--- config.mk ---
export PLATFORM = sky130hd
export DESIGN_NAME = updown_datapath
export DESIGN_NICKNAME = d
export VERILOG_FILES = /design/src/rtl/updown_datapath.sv
export SDC_FILE = /design/constraint.sdc
export NUM_CORES = 1
export LEC_CHECK = 0
export CORE_MARGIN = 1.5
export CORE_UTILIZATION = 30
export CTS_CLUSTER_DIAMETER = 200
export DETAILED_ROUTE_END_ITERATION = 16
export SYNTH_ARGS = -nofsm -noshare
export SYNTH_HDL_FRONTEND = slang
export SYNTH_SLANG_ARGS = --single-unit
--- constraint.sdc ---
create_clock -name clk -period 2.6 [get_ports clk]
set_input_delay 0.52 -clock clk [delete_from_list [all_inputs] [get_ports clk]]
set_output_delay 0.52 -clock clk [all_outputs]
set_load 0.005 [all_outputs]
--- src/rtl/updown_datapath.sv ---
// Bounded up/down count register executing clear/load commands from the counter controller.
// Define UPDOWN_WRAP_EN for modular counting instead of saturate-and-flag behaviour.
module updown_datapath #(
   parameter int unsigned WIDTH   = 4,
   parameter int unsigned MIN_VAL = 0,
   parameter int unsigned MAX_VAL = 9,
   parameter int unsigned STEP    = 1
) (
   input  logic             clk,
   input  logic             reset,
   input  logic             op,
   input  logic             c_clr,
   input  logic             c_ld,
   output logic             z,
   output logic             m,
   output logic [WIDTH-1:0] count,
   output logic             upd,
   output logic             err_ovf,
   output logic             err_udf,
   output logic [15:0]      ld_total
);

   // One extra bit so bound checks and step arithmetic never wrap silently.
   localparam logic [WIDTH:0] MinW  = (WIDTH+1)'(MIN_VAL);
   localparam logic [WIDTH:0] MaxW  = (WIDTH+1)'(MAX_VAL);
   localparam logic [WIDTH:0] StepW = (WIDTH+1)'(STEP);
   localparam logic [WIDTH:0] LoLim = MinW + StepW;
   localparam logic [WIDTH:0] HiLim = MaxW - StepW;

   logic [WIDTH-1:0] count_q, count_d;
   logic             upd_q, upd_d;
   logic             err_ovf_q, err_ovf_d;
   logic             err_udf_q, err_udf_d;
   logic [15:0]      ld_total_q, ld_total_d;

   logic [WIDTH:0]   cnt_ext;
   logic             can_inc, can_dec, accept;

   assign cnt_ext = {1'b0, count_q};
   assign can_dec = (cnt_ext >= LoLim);
   assign can_inc = (cnt_ext <= HiLim);

   always_comb begin
      count_d    = count_q;
      upd_d      = 1'b0;
      err_ovf_d  = err_ovf_q;
      err_udf_d  = err_udf_q;
      ld_total_d = ld_total_q;
      accept     = 1'b0;

      if (c_clr) begin
         count_d    = MinW[WIDTH-1:0];
         err_ovf_d  = 1'b0;
         err_udf_d  = 1'b0;
         ld_total_d = 16'd0;
      end else if (c_ld) begin
         if (!op) begin
            if (can_inc) begin
               count_d = WIDTH'(cnt_ext + StepW);
               accept  = 1'b1;
            end else begin
`ifdef UPDOWN_WRAP_EN
               count_d = MinW[WIDTH-1:0];
               accept  = 1'b1;
`else
               err_ovf_d = 1'b1;
`endif
            end
         end else begin
            if (can_dec) begin
               count_d = WIDTH'(cnt_ext - StepW);
               accept  = 1'b1;
            end else begin
`ifdef UPDOWN_WRAP_EN
               count_d = MaxW[WIDTH-1:0];
               accept  = 1'b1;
`else
               err_udf_d = 1'b1;
`endif
            end
         end

         if (accept) begin
            upd_d = 1'b1;
            if (ld_total_q != 16'hFFFF) begin
               ld_total_d = ld_total_q + 16'd1;
            end
         end
      end
   end

   always_ff @(posedge clk or posedge reset) begin
      if (reset) begin
         count_q    <= MinW[WIDTH-1:0];
         upd_q      <= 1'b0;
         err_ovf_q  <= 1'b0;
         err_udf_q  <= 1'b0;
         ld_total_q <= 16'd0;
      end else begin
         count_q    <= count_d;
         upd_q      <= upd_d;
         err_ovf_q  <= err_ovf_d;
         err_udf_q  <= err_udf_d;
         ld_total_q <= ld_total_d;
      end
   end

`ifdef UPDOWN_WRAP_EN
   assign z = 1'b1;
   assign m = 1'b1;
`else
   assign z = can_dec;
   assign m = can_inc;
`endif

   // In wrap builds the error flops are never set, so the flags stay at 0.
   assign count    = count_q;
   assign upd      = upd_q;
   assign err_ovf  = err_ovf_q;
   assign err_udf  = err_udf_q;
   assign ld_total = ld_total_q;

endmodule

==> flow_metrics.tcl <==
set metrics [dict create \
    muxShareOfSynthArea_pct 1.65 \
    dp_slack_ns 0.119 \
    yosys.area.top_type "dfrtp_1" \
    critical_path_required_ns 2.08 \
    drt-total-wl_um 2890 \
    grt_usage_pct 14.0 \
    vias 1055 \
    ctsResizeCount 0 \
    synth_top_area_share_pct 44.6 \
    power_density_mw_per_mm2 506 \
    multi_input_area_um2 674 \
    post_dp_cell_area_mm2 0.00167 \
    final_nets 177 \
    synth-compound-area-share_pct 6.01 \
    min_period_over_period_pct 91.7 \
    path_max_fanout 5 \
    synth-xor-area-share_pct 10.9 \
    synth.area.top_cells "dfrtp_1 (45%), xnor2_1 (10%), nor2_1 (6.7%)" \
    grt_setup_unrepaired "no" \
    cts.path.max_buffers 2 \
    status "finished, final reports clean" \
    power_switching_mw 0.261 \
    synth-edff-count 0 \
    cp-end-kind "output port" \
    async_flop_share_pct 100 \
    cts_tree "yes" \
    setup_viol 0 \
    grt_pass1_wl_um 4930 \
    min_delay_path_depth 2 \
    place_congestion 0.757 \
    worst_setup_path_start_kind "flop" \
    fill_cells 388 \
    seqCellArea_um2 576 \
    syn_area_mm2 0.00129 \
    synth_fa_ha_area_share_pct 4.84 \
    cap_violations 0 \
    die_h_um 68.6 \
    ios 30 \
    p_int_mw 0.612 \
    clkLatencyLatePin_ns 0.27 \
    synthTopCellsByCount "dfrtp_1 (23), nor2_1 (23), xnor2_1 (15)" \
    start_util_pct 31.8 \
    leakagePower_nw 0.677 \
    setup_tns_ns 0 \
    ys_seq_area_share_pct 44.6 \
    wl_per_cell_um 13.4 \
    antenna_found_initial 0 \
    power.share.clock_pct 25.7 \
    vias_per_cell 4.88 \
    crit_slowest_cell "clkdlybuf4s50_1" \
    syn_inst 133 \
    drc 0 \
    p_comb_share_pct 27.2 \
    synth_cell_types 34 \
    cts_setup_buffers 0 \
    r2r_cells 7 \
    hp-class "flop to flop" \
    worstSetupPathType "flop to output port" \
    crit_path_cell_trace "inv_1 > ha_1 > nor4b_2 > inv_1 > clkdlybuf4s50_1" \
    worstMarginPinSlew_ns 0.506 \
    skew_ns 0.0106 \
    grt.overflow.total 0 \
    row_count 23 \
    drtPass1Iterations 4 \
    h-tree-depth 1 \
    die_w_um 68.6 \
    ys_seq_elements 23 \
    postLayoutSetupSlackWorst_ns 0.217 \
    cts.sinks 23 \
    synth_fp_nets 143 \
    fin_crit_ns 2.38 \
    ys.flop_type "dfrtp_1" \
    report.final.slew_viol_count 0 \
    syn_area_per_cell_um2 9.71 \
    drive_above_1_share_pct 11.4 \
    grt_pass1_vias 1079 \
    switching_share_pct 29.9 \
    synthSimpleGateAreaFrac_pct 27.9 \
    place_hpwl_um 2100 \
    path_clk_slew_ns 0.08 \
    final_antenna_net_count 0 \
    core_mm2 0.00406 \
    grt_max_degree 24 \
    crit_top_cell "inv_1" \
    p_total_mw 0.872 \
    timing.fmax_mhz 420 \
    cts-buffers-inserted 3 \
    p_seq_share_pct 47.1 \
    cts_hold_buffers 0 \
    irDropWorstVdd_mv 0.354 \
    port_buffers 29 \
    max_slew_margin_pct 66.1 \
    cpPeakStageDelay_ns 0.45 \
    synth_top_family_by_area "simple AND/OR/NAND/NOR gates" \
    die-area_mm2 0.00471 \
    yosysWarnings 0 \
    n_antenna_cell 0 \
    cp.arrival_ns 1.86 \
    drt_iter0_markers 20 \
    hold_viol 0 \
    clockRootBuffer "clkbuf_8" \
    stdcell_area_mm2 0.00172 \
    synthToLayoutAreaGrowth_pct 33.5 \
]
## power groups by stage
stage | clock network (mW) | logic (mW) | registers [mW]
floorplan | 0 | 0.129 | 0.412
global placement | 0 | 0.232 | 0.416
detailed placement | 0 | 0.237 | 0.417
CTS | 0.231 | 0.239 | 0.411
global route | 0.250 | 0.260 | 0.417
finish | 0.224 | 0.237 | 0.411
## placed cells by master (no fill, tap or decap), types with 5 or more instances in the layout
master / n
nand3_1: 6
buf_4: 7
nor3_1: 6
dfrtp_1: 23
ha_1: 5
inv_1: 6
nor2_1: 23
clkdlybuf4s50_1: 29
nand2_1: 5
xnor2_1: 15
## per-layer routing
metal	GRT usage [%]	routed length [um]	vias to the layer above
met5	0	0	-
met4	2.25	17	0
met3	3.90	125	2
met2	25.1	1460	21
met1	17.0	1290	507
li1	-	-	525
## registers in the layout (all words and copies together), names as in the netlist
signal	flops
upd	1
err_udf	1
count	4
ld_total	16
err_ovf	1
## worst paths after layout
check | slack [ns] | end | start
max in group asynchronous | 1.76 | count[0]$_DFFE_PP0P_ | reset
setup / recovery | 0.22 | z | count[1]$_DFFE_PP0P_
setup reg to reg | 0.34 | ld_total[15]$_DFFE_PP0P_ | count[0]$_DFFE_PP0P_
min in group asynchronous | 0.59 | ld_total[4]$_DFFE_PP0P_ | reset
hold / removal | 0.51 | err_ovf$_DFFE_PP0P_ | err_ovf$_DFFE_PP0P_
hold reg to reg | 0.51 | err_ovf$_DFFE_PP0P_ | err_ovf$_DFFE_PP0P_
## area by class of cell
type	instances	share of cell area, %
Multi-Input combinational cell	97	39.1
Sequential cell	23	33.4
Timing Repair Buffer	36	19.9
Tap cell	50	3.63
Clock buffer	3	2.39
Inverter	6	1.31
Clock inverter	1	0.290
## logic make-up (layout without fill, tap and decap cells)
family / Yosys count / in the layout
mux: 2 / 2
buf+inv: 13 / 46
simple gates: 62 / 62
fa+ha+maj: 5 / 5
compound gates: 12 / 12
xor+xnor: 16 / 16
flops: 23 / 23
## critical path, delay by kind of cell, from the launching register on
kind	cells	cell delay (ns)
adder cells (fa/ha/maj)	1	0.21
buffers and inverters	3	0.65
flip-flops	1	0.43
AND/OR/NAND/NOR	1	0.32
## per-stage QoR
stage               hold WS [ns]  std cells  util [%]
floorplan                  0.486        133         -
global placement           0.509        212      41.2
detailed placement         0.495        212      41.2
CTS                        0.513        216      42.3
global route               0.546        216      42.5
finish                     0.509        216      42.5
Note: power is estimated with default switching activity, not from simulation.
